<file path="src/rtl/ysyx_22050368_redirect_ctrl.sv">
// ============================================================================
// Module      : ysyx_22050368_redirect_ctrl
// Description : Sequences a taken-jump redirect from EX to the IFU: flushes
//               IF/ID and ID/EX, hands the target to the IFU over a
//               valid/ready handshake, and drops wrong-path fetch responses
//               still in flight. Also traps misaligned targets and counts
//               accepted redirects.
// Revision    : 1.0 - initial release
// ============================================================================
`default_nettype none

module ysyx_22050368_redirect_ctrl #(
  parameter int XLEN            = 64,
  parameter int MAX_OUTSTANDING = 4
) (
  input  logic            clk,
  input  logic            rst,
  input  logic            ex_valid,
  input  logic            ex_jump_flag,
  input  logic [XLEN-1:0] ex_jump_addr,
  input  logic            ifu_req_fire,
  input  logic            ifu_resp_valid,
  output logic            redir_valid,
  output logic [XLEN-1:0] redir_addr,
  input  logic            redir_ready,
  output logic            flush_ifid,
  output logic            flush_idex,
  output logic            discard_resp,
  output logic            ex_stall,
  output logic            misalign_exc,
  output logic [XLEN-1:0] misalign_addr,
  output logic [31:0]     redir_cnt
);

  localparam int CW = $clog2(MAX_OUTSTANDING) + 1;

  typedef enum logic [1:0] {
    ST_IDLE  = 2'd0,
    ST_REDIR = 2'd1,
    ST_DRAIN = 2'd2
  } state_t;

  state_t          state_q, state_d;
  logic [CW-1:0]   outstanding_q, outstanding_d;
  logic [CW-1:0]   stale_q, stale_d;
  logic [31:0]     cnt_q, cnt_d;
  logic [XLEN-1:0] raddr_q, raddr_d;
  logic [XLEN-1:0] maddr_q, maddr_d;
  logic            flush_q, flush_d;
  logic            mexc_q, mexc_d;
  logic            jump_qual;
  logic            target_aligned;

  assign jump_qual      = ex_valid & ex_jump_flag;
  assign target_aligned = (ex_jump_addr[1:0] == 2'b00);

  // In-flight fetch count after this cycle; a lone response at zero is ignored
  always_comb begin
    if (ifu_resp_valid && !ifu_req_fire && (outstanding_q == '0)) begin
      outstanding_d = outstanding_q;
    end else begin
      outstanding_d = outstanding_q + CW'(ifu_req_fire) - CW'(ifu_resp_valid);
    end
  end

  // Next-state and output decode for the redirect sequencer
  always_comb begin
    state_d      = state_q;
    stale_d      = stale_q;
    cnt_d        = cnt_q;
    raddr_d      = raddr_q;
    maddr_d      = maddr_q;
    flush_d      = 1'b0;
    mexc_d       = 1'b0;
    redir_valid  = 1'b0;
    discard_resp = 1'b0;

    case (state_q)
      ST_IDLE: begin
        if (jump_qual) begin
          if (target_aligned) begin
            raddr_d = ex_jump_addr;
            flush_d = 1'b1;
            state_d = ST_REDIR;
          end else begin
            maddr_d = ex_jump_addr;
            mexc_d  = 1'b1;
          end
        end
      end

      ST_REDIR: begin
        redir_valid = 1'b1;
        if (redir_ready) begin
          cnt_d = cnt_q + 32'd1;
          // Anything still in flight once this cycle settles is wrong-path,
          // including a fetch fired in the acceptance cycle itself.
          stale_d = outstanding_d;
          state_d = (outstanding_d != '0) ? ST_DRAIN : ST_IDLE;
        end
      end

      ST_DRAIN: begin
        discard_resp = ifu_resp_valid;
        if (ifu_resp_valid) begin
          stale_d = stale_q - CW'(1);
          if (stale_q <= CW'(1)) begin
            state_d = ST_IDLE;
          end
        end
      end

      default: begin
        state_d = ST_IDLE;
      end
    endcase
  end

  // State and registered outputs; async reset aborts any redirect or drain
  always_ff @(posedge clk or posedge rst) begin
    if (rst) begin
      state_q       <= ST_IDLE;
      outstanding_q <= '0;
      stale_q       <= '0;
      cnt_q         <= '0;
      raddr_q       <= '0;
      maddr_q       <= '0;
      flush_q       <= 1'b0;
      mexc_q        <= 1'b0;
    end else begin
      state_q       <= state_d;
      outstanding_q <= outstanding_d;
      stale_q       <= stale_d;
      cnt_q         <= cnt_d;
      raddr_q       <= raddr_d;
      maddr_q       <= maddr_d;
      flush_q       <= flush_d;
      mexc_q        <= mexc_d;
    end
  end

  assign ex_stall      = (state_q != ST_IDLE);
  assign redir_addr    = raddr_q;
  assign misalign_addr = maddr_q;
  assign flush_ifid    = flush_q;
  assign flush_idex    = flush_q;
  assign misalign_exc  = mexc_q;
  assign redir_cnt     = cnt_q;

endmodule

`default_nettype wire

</file>
<file path="config.mk">
export PLATFORM = sky130hd
export DESIGN_NAME = ysyx_22050368_redirect_ctrl
export DESIGN_NICKNAME = d
export VERILOG_FILES = /design/src/rtl/ysyx_22050368_redirect_ctrl.sv
export SDC_FILE = /design/constraint.sdc
export NUM_CORES = 1
export LEC_CHECK = 0
export BUFFER_PORTS_ARGS = -buffer_cell sky130_fd_sc_hd__buf_2
export CORE_UTILIZATION = 56
export CTS_BUF_LIST = sky130_fd_sc_hd__clkbuf_4 sky130_fd_sc_hd__clkbuf_8
export CTS_CLUSTER_SIZE = 24
export DETAILED_ROUTE_END_ITERATION = 6
export PLACE_DENSITY_LB_ADDON = 0.15
export SLEW_MARGIN = 20
export SYNTH_ARGS = -nofsm -noshare
export SYNTH_HDL_FRONTEND = slang
export SYNTH_SLANG_ARGS = --single-unit
</file>
<file path="constraint.sdc">
create_clock -name clk -period 10.6 [get_ports clk]
set_input_delay 2.12 -clock clk [delete_from_list [all_inputs] [get_ports clk]]
set_output_delay 2.12 -clock clk [all_outputs]
set_load 0.005 [all_outputs]
</file>
==> summary.md, run 1 <==
| Metric | Value |
|---|---|
| Synth unique cells | `32` |
| CTS tree | `yes` |
| Bufs and invs on worst path | `2` |
| Sequential fraction of the synthesis area | `62.83%` |
| Syn_nets | `541` |
| Initial core utilization | `58.30%` |
| Post-DP HPWL | `10.41 mm` |
| Number of detailed-route iterations in the first pass | `6` |
| Std-Cell Rows | `39` |
| Worst setup startpoint | `ifu_resp_valid` |
| Final worst setup slack | `5.820 ns` |
| CTS sink count | `between 150 and 200` |
| TNS Setup | `0 ns` |
| Pin count of the biggest net entering global routing | `114` |
| IO Count | `237` |
| Hold Startpoint | `misalign_addr[0]` |
| Pwr Density | `250.1 mW/mm^2` |
| Port Buffers | `236` |
| Post-Place Setup Slack | `between 5 and 6 ns` |
| Core area | `0.01161 mm^2` |
| Most frequent cells in the layout | `buf_2 (236), dfrtp_1 (170), mux2_2 (125)` |
| Measured slew at the worst slew-check pin | `between 0.9 and 1 ns` |
| Pins Over Slew Limit | `0` |
| Clock tree buffer depth | `2` |
| H-Tree Depth | `4` |
| Critical-path top delay cell | `nor2_1` |
| Post-Route WL | `between 10 and 15 mm` |
| Total track usage | `24.06%` |
| Worst R2R End | `misalign_addr[42]` |
| Die X | `~110 um` |
| Crit Path Max Fanout | `5` |
| Leak | `approximately 4.2 nW` |
| Tmin final | `4.780 ns` |
| Share of cells above drive strength 1 | `56.70%` |
| Reg2Reg Setup Slack | `7.76 ns` |
| Final setup viols | `0` |
| Root Driver | `clkbuf_8` |
| Commonest non-fill, non-tap cell in the layout | `buf_2` |
| 1st-iter DRT viols | `173` |
| Routed Antenna Nets | `0` |
| Syn Inst Count | `around 460` |
| Worst-Skew Late Latency | `approximately 0.43 ns` |
| Min-Delay Path Depth | `2` |
| Yosys reg bits | `170` |
| Routed wire per std cell | `between 15 and 20 um` |
| Failing checks | `DRC` |
| Number of max-cap violations | `0` |
| Status | `complete, but fails checks` |
| Most common cell on crit path | `buf_2` |
| P&R area growth vs syn | `24.25%` |
| YS warnings | `0` |
| Post-layout net count | `between 700 and 800` |
| Maximum VDD drop | `0.0001462 V` |
| Clock skew | `0.01028 ns` |
| Area of the multi-input gates | `0.002336 mm^2` |
| Mapped Area | `0.006770 mm^2` |
| CP Data Required Time | `8.48 ns` |
| Final cycle utilization of the critical path | `45.10%` |
| Worst EP arrival | `2.66 ns` |
| Slew Limit Headroom | `34.51%` |
| Via-to-Cell Ratio | `between 5 and 6` |
| Setup crit end kind | `output port` |
| Average size of a mapped cell | `~15 um^2` |
| First-pass GRT wire length | `23.07 mm` |
| F_max | `209.2 MHz` |
| Fillcell total | `859` |
| Reg2Reg Launch Point | `state_q[0]` |
| Final GP Congestion | `between 0.8 and 0.9` |
| Max incr delay on CP | `0.17 ns` |
| Vias | `4455` |
| Hold EP | `misalign_addr[0]` |
| Hold WC Path Type | `reg -> reg` |
| Vias in the first global route | `~4600` |
| Post-CTS setup buffer count | `0` |
| Hold_buf cts | `0` |
| RSZ-0062 raised after global routing | `no` |
| Ant diodes | `0` |
| Final hold vios | `0` |
| CP top delay family | `buffers and inverters` |
| CP Cell Sequence | `buf_2 -> nand2_1 -> nor2_1 -> buf_2` |
| Die Height | `112.0 um` |
| Clk slew on worst S/H paths | `around 0.080 ns` |
| R2R depth | `5` |
| Antenna violations before repair | `0` |
| Grt ovf | `0` |
| CTS-repair resized insts | `0` |
| CP Class | `in -> out` |
| Num CTS Buffers | `17` |
| Die area | `0.01253 mm^2` |
| Register area | `around 0.0043 mm^2` |
| Drt drc | `19` |
| Worst setup SP type | `input pin` |
[sequential cells by signal, summed over array words and instances, names as in the netlist]
signal and count:
flush_idex 1, misalign_addr 64, misalign_exc 1, outstanding_q 3
redir_addr 64, redir_cnt 32, stale_q 3, state_q 2
[Yosys cell counts, drive strengths merged]
| cell type | n | area share [%] |
|---|---|---|
| nor4 | 4 | 0.59 |
| and3 | 11 | 1.1 |
| mux2 | 125 | 21 |
| nor2b | 4 | 0.41 |
| buf | 18 | 2.1 |
| fa | 1 | 0.30 |
| a21oi | 4 | 0.30 |
| xnor2 | 29 | 3.8 |
| nand2b | 1 | 0.092 |
| or4 | 1 | 0.11 |
| inv | 11 | 0.61 |
| dfrtp | 170 | 63 |
| o21ai | 5 | 0.37 |
| clkbuf | 1 | 0.055 |
| nand3 | 15 | 1.2 |
| nor2 | 11 | 0.61 |
| and4 | 2 | 0.26 |
| and2 | 7 | 0.68 |
| nand4 | 5 | 0.46 |
| nor3 | 1 | 0.074 |
| xor2 | 6 | 0.78 |
| a221oi | 1 | 0.13 |
| nand2 | 26 | 1.4 |
| ha | 5 | 0.92 |
[routing by layer]
metal / track usage (%) / vias to the layer above / part of all wire (%)
met5: 0 / - / 0
met4: 11.11 / 0 / 2.4
met3: 6.641 / 23 / 7.0
met2: 41.49 / 153 / 52
met1: 28.02 / 2200 / 39
li1: - / 2079 / -
[tightest hold or removal path: stages (launching register included)]
cell and delay (ns):
dfrtp_1 0.34, nand2_1 0.05, nand2_1 0.05
[worst max path at each step]
stage                              end  depth (start not counted)
after floorplan             flush_idex                          1
after global placement    discard_resp                          4
after detailed placement  discard_resp                          4
after CTS                 discard_resp                          4
after global routing      discard_resp                          4
final                     discard_resp                          4
[logic make-up (layout without fill, tap and decap cells)]
group	count (synthesis)	in the layout	share of synthesized area, %
AOI/OAI and AO/OA	10	10	0.7947
xor gates and xnor gates	35	35	4.528
adders and majority gates	6	6	1.220
buffers and inverters	30	282	2.809
DFF	170	170	62.83
muxes	125	125	20.79
and+or+nand+nor	88	88	7.023
[per-stage QoR]
stage | hold WS, ns | area (um^2) | power [W] | util, % | instances
floorplan | 0.4647 | 6770 | 0.001350 | - | 464
global placement | 0.4606 | 8019 | 0.001646 | 69.05 | 827
detailed placement | 0.4565 | 8019 | 0.001688 | 69.05 | 827
CTS | 0.4769 | 8412 | 0.002130 | 72.43 | 859
global route | 0.4988 | 8412 | 0.002238 | 72.43 | 859
finish | 0.4722 | 8412 | 0.002104 | 72.43 | 859
[power breakdown]
group	leakage (nW)	switching, W	internal, W
logic	1.95	0.000277	0.000372
clock network	0.194	0.000219	0.000222
registers	2.09	0.000123	0.000890
total	4.23	0.000619	0.00148
[cell type report]
cell class	instances	share of cell area [%]
clock inverter	12	1.473
clock buffer	20	3.198
multi-input combinational	264	27.77
inverter	11	0.5503
timing repair buffer	239	14.31
sequential	170	50.57
tap	143	2.127
(Power assumes the default switching activity.)
==> run 2: changes to the inputs <==
CORE_UTILIZATION = 52   (was 56)
clock period = 4.7 ns   (was 10.6 ns; I/O delays follow)
==> summary.md, run 2 (same netlist as run 1, synthesis figures left out) <==
| Metric | Value |
|---|---|
| Via-to-Cell Ratio | `5.066` |
| Tmin final | `~2.5 ns` |
| Switching Share | `between 20% and 30%` |
| Core area | `approximately 0.013 mm^2` |
| Crit Path Max Fanout | `34` |
| Measured slew at the worst slew-check pin | `0.8052 ns` |
| Total track usage | `between 20% and 30%` |
| Switch Pwr | `0.001403 W` |
| Clock share of power | `approximately 23%` |
| Final instance area | `0.008553 mm^2` |
| Commonest non-fill, non-tap cell in the layout | `buf_2` |
| Post-Place Setup Slack | `1.802 ns` |
| Combinational power share | `between 30% and 40%` |
| Worst-Skew Late Latency | `0.45 ns` |
| Drt drc | `0` |
| Pins Over Slew Limit | `0` |
| P&R area growth vs syn | `26.34%` |
| Part of the power in registers | `47.5%` |
| Maximum VDD drop | `0.0002812 V` |
| Routed wire per std cell | `16.10 um` |
| CTS-repair resized insts | `0` |
| Share of cells above drive strength 1 | `roughly 57%` |
| TNS Setup | `0 ns` |
| Final GP Congestion | `about 0.8` |
| Die Height | `116.1 um` |
| Post-CTS setup buffer count | `0` |
| 1st-iter DRT viols | `184` |
| CP Class | `reg -> reg` |
| Worst EP arrival | `2.87 ns` |
| Grt ovf | `0` |
| Final setup viols | `0` |
| Number of detailed-route iterations in the first pass | `4` |
| Num CTS Buffers | `17` |
| Die X | `approximately 120 um` |
| F_max | `394.4 MHz` |
| Post-DP HPWL | `10.45 mm` |
| Most frequent cells in the layout | `buf_2 (236), dfrtp_1 (170), mux2_2 (125)` |
| Std-Cell Rows | `41` |
| Clock tree buffer depth | `2` |
| Post-Route WL | `14.35 mm` |
| Pin count of the biggest net entering global routing | `69` |
| Setup crit end kind | `flip-flop` |
| CP Data Required Time | `5.03 ns` |
| Routed Antenna Nets | `0` |
| CTS tree | `yes` |
| Final cycle utilization of the critical path | `53.95%` |
| Vias in the first global route | `4537` |
| Power Total | `~0.0048 W` |
| Antenna violations before repair | `0` |
| RSZ-0062 raised after global routing | `no` |
| Number of max-cap violations | `0` |
| Pwr Density | `565.2 mW/mm^2` |
| Post-DP Area | `slightly above 0.008 mm^2` |
| Die area | `0.01348 mm^2` |
| Final hold vios | `0` |
| First-pass GRT wire length | `roughly 22 mm` |
| Status | `complete, no violations` |
| IO Count | `237` |
| Post-layout net count | `782` |
| Root Driver | `clkbuf_8` |
| Vias | `4514` |
| Hold_buf cts | `0` |
| Final worst setup slack | `2.164 ns` |
| Hold WC Path Type | `reg -> reg` |
| Initial core utilization | `about 53%` |
| Port Buffers | `236` |
| CTS sink count | `170` |
| Worst setup SP type | `flip-flop` |
| Clk slew on worst S/H paths | `0.08 ns` |
| Pint | `0.003432 W` |
| Fillcell total | `964` |
| Clock skew | `0.009302 ns` |
| Slew Limit Headroom | `46.13%` |
| Utilization after layout | `a little under 70%` |
| Leak | `4.281 nW` |
| H-Tree Depth | `4` |
[run 2: layout make-up]
type	count	area (um^2)	share of cell area (%)
Antenna cell	1	2.502	0.02926
Clock buffer	21	289.0	3.379
Clock inverter	11	142.6	1.668
Inverter	11	45.04	0.5266
Multi-Input combinational cell	264	2336	27.31
Sequential cell	170	4254	49.74
Tap cell	172	215.2	2.516
Timing Repair Buffer	241	1269	14.83
[run 2: through the flow]
step                hold slack [ns]  cells
global route                 0.5110    890
global placement             0.4568    857
detailed placement           0.4581    857
floorplan                    0.4647    464
CTS                          0.4775    889
finish                       0.4748    891
[run 2: critical path, cell delays in order, from the launching register on]
cell	delay [ns]
dfrtp_1	0.54
nor2_1	0.12
and3_4	0.22
nand2_2	0.59
buf_4	0.51
mux2_2	0.40
[run 2: worst paths after layout]
kind                                  start               end  slack, ns  cells past startpoint
max                              state_q[0]    redir_addr[12]       2.16                      5
min                        misalign_addr[1]  misalign_addr[1]       0.47                      2
max reg2reg                      state_q[0]    redir_addr[12]       2.16                      5
min reg2reg                misalign_addr[1]  misalign_addr[1]       0.47                      2
max in group asynchronous               rst     redir_cnt[19]       3.46                      3
min in group asynchronous               rst     redir_cnt[31]       0.54                      2
[run 2: layer usage]
metal	share of wire, %	vias up	track usage, %	routed length, um
met3	6.2	25	6.331	888
met4	2.3	0	10.00	327
met1	41	2277	26.52	5836
li1	-	2069	-	-
met5	0	-	0	0
met2	51	143	37.34	7294
[run 2: power by group through the flow]
| stage | Clock (W) | Sequential (W) | Combinational (W) |
|---|---|---|---|
| finish | 0.00109 | 0.00229 | 0.00145 |
| global route | 0.00117 | 0.00236 | 0.00162 |
| CTS | 0.00111 | 0.00230 | 0.00148 |
| detailed placement | 0 | 0.00233 | 0.00147 |
| global placement | 0 | 0.00230 | 0.00142 |
| floorplan | 0 | 0.00235 | 0.000693 |
==> run 3: changes to the inputs <==
ABC_AREA = 1   (was default)
clock period = 2.6 ns   (was 4.7 ns; I/O delays follow)
==> summary.md, run 3 <==
| Metric | Value |
|---|---|
| Slew Limit Headroom | `45.76%` |
| Fillcell total | `1119` |
| Ys flop type | `dfrtp_1` |
| Synth unique cells | `28` |
| Number of max-cap violations | `0` |
| CP Class | `reg -> reg` |
| Setup crit end kind | `flip-flop` |
| Tmin final | `1.850 ns` |
| CTS tree | `yes` |
| 1st-iter DRT viols | `381` |
| CTS sink count | `between 150 and 200` |
| IO Count | `237` |
| Clock tree buffer depth | `2` |
| Initial core utilization | `around 53%` |
| Hold_buf cts | `0` |
| YS warnings | `0` |
| Yosys top cell by area | `dfrtp_1` |
| Via-to-Cell Ratio | `4.819` |
| Antenna violations before repair | `0` |
| Die X | `118.9 um` |
| Clock skew | `0.004657 ns` |
| Die Height | `between 100 and 150 um` |
| F_max | `540.6 MHz` |
| Std-Cell Rows | `42` |
| Worst R2R End | `redir_addr[49]` |
| Async set-reset flop share out of synthesis | `100.0%` |
| Average size of a mapped cell | `9.022 um^2` |
| Pin count of the biggest net entering global routing | `73` |
| Vias in the first global route | `5561` |
| Post-DP HPWL | `roughly 12 mm` |
| Ranking of synthesized cells by area | `dfrtp_1 (60%), nand2_1 (13%), o21ai_1 (8.5%)` |
| Syn_nets | `864` |
| Commonest cells post-synth | `nand2_1 (237), dfrtp_1 (170), o21ai_1 (120)` |
| Area of the multi-input gates | `roughly 0.0022 mm^2` |
| H-Tree Depth | `4` |
| RSZ-0062 raised after global routing | `no` |
| Count of flip-flops with a built-in enable after synthesis | `0` |
| Total track usage | `24.45%` |
| Register area | `0.004254 mm^2` |
| Reg2Reg Setup Slack | `0.75 ns` |
| Routed wire per std cell | `13.43 um` |
| Pwr Density | `~1000 mW/mm^2` |
| Number of detailed-route iterations in the first pass | `5` |
| Post-layout net count | `1102` |
| Final GP Congestion | `0.7910` |
| Measured slew at the worst slew-check pin | `between 0.8 and 0.9 ns` |
| Final cycle utilization of the critical path | `71.14%` |
| Num CTS Buffers | `17` |
| Reg2Reg Launch Point | `state_q[0]` |
| Count leader, synth | `nand2_1` |
| Share of cells above drive strength 1 | `28.81%` |
| P&R area growth vs syn | `26.47%` |
| Syn Inst Count | `slightly below 800` |
| Most frequent cells in the layout | `nand2_1 (236), buf_2 (236), dfrtp_1 (170)` |
| Worst setup SP type | `flip-flop` |
| Final hold vios | `0` |
| Status | `complete, no violations` |
| Yosys reg bits | `between 150 and 200` |
| Grt ovf | `0` |
| Core area | `0.01330 mm^2` |
| Power Total | `0.008979 W` |
| Vias | `5855` |
| Sequential fraction of the synthesis area | `59.91%` |
| Routed Antenna Nets | `0` |
| Worst hold slack | `0.2301 ns` |
| Crit Path Max Fanout | `58` |
| R2R depth | `7` |
| Mapped Area | `0.007101 mm^2` |
| Hold WC Path Type | `in -> async` |
| Drt drc | `0` |
| Pins Over Slew Limit | `0` |
| Root Driver | `clkbuf_8` |
| Post-synth top area share | `59.91%` |
| Worst EP arrival | `2.17 ns` |
| Leak | `5.092 nW` |
| Final setup viols | `0` |
| Maximum VDD drop | `0.0005427 V` |
| Post-Route WL | `roughly 16 mm` |
| CTS-repair resized insts | `0` |
| Clk slew on worst S/H paths | `0.08 ns` |
| CP Data Required Time | `2.92 ns` |
| Worst-Skew Late Latency | `0.44 ns` |
| First-pass GRT wire length | `27.10 mm` |
| Post-CTS setup buffer count | `0` |
| Port Buffers | `236` |
| Die area | `0.01413 mm^2` |
[run 3: worst max-delay path by stage]
stage                     depth (start not counted)             end            from  slack [ns]
after floorplan                                   1      flush_idex             rst       -0.09
after global placement                           11      state_q[1]  ifu_resp_valid        0.56
after detailed placement                         11      state_q[1]  ifu_resp_valid        0.53
after CTS                                         3        ex_stall      state_q[0]        0.73
after global routing                              7  redir_addr[25]      state_q[0]        0.57
final                                             7  redir_addr[49]      state_q[0]        0.75
[run 3: worst max-delay path, cell delays in order (launching register included)]
cell	delay [ns]
dfrtp_1	0.41
nor2_2	0.26
nand3_2	0.14
inv_2	0.11
nand2_4	0.32
buf_4	0.36
nand2_1	0.07
o21ai_1	0.06
[run 3: through the flow]
step / instance area [um^2] / TNS [ns] / util [%] / instances / worst slack [ns]
6_report: 8980 / 0 / 67.54 / 1215 / 0.7503
4_1_cts: 8977 / 0 / 67.52 / 1214 / 0.7322
2_1_floorplan: 7104 / -15.08 / - / 787 / -0.08871
5_1_grt: 8977 / 0 / 67.52 / 1214 / 0.5664
3_3_place_gp: 8503 / 0 / 63.96 / 1182 / 0.5640
3_5_place_dp: 8503 / 0 / 63.96 / 1182 / 0.5319
[run 3: cells by family (layout without fill, tap and decap cells)]
group / count (synthesis) / in the layout / share of synthesized area, %
other cells: 0 / 1 / 0
flops: 170 / 170 / 59.91
buf+inv: 142 / 393 / 8.687
simple gates: 323 / 323 / 19.01
compound gates: 132 / 132 / 9.498
fa+ha+maj: 6 / 6 / 1.163
xor+xnor: 14 / 14 / 1.727
[run 3: final cells by class]
type | count | area share (%)
Inverter | 112 | 4.737
Tap cell | 176 | 2.452
Timing Repair Buffer | 249 | 15.22
Sequential cell | 170 | 47.37
Clock buffer | 21 | 3.149
Antenna cell | 1 | 0.02787
Clock inverter | 11 | 2.132
Multi-Input combinational cell | 475 | 24.91
[run 3: where the power goes]
group	switching [W]	internal, W	leakage, nW
Clock	0.000913	0.00123	0.243
Combinational	0.00143	0.00125	2.68
Sequential	0.000523	0.00363	2.17
Total	0.00286	0.00612	5.09
[run 3: routing by layer]
metal | part of all wire [%] | wire length, um | global-route usage, % | vias to the layer above
met2 | 47 | 7719 | 38.96 | 177
met1 | 45 | 7350 | 32.27 | 2720
li1 | - | - | - | 2930
met5 | 0 | 0 | 0 | -
met3 | 5.1 | 838 | 5.220 | 28
met4 | 2.5 | 412 | 11.16 | 0
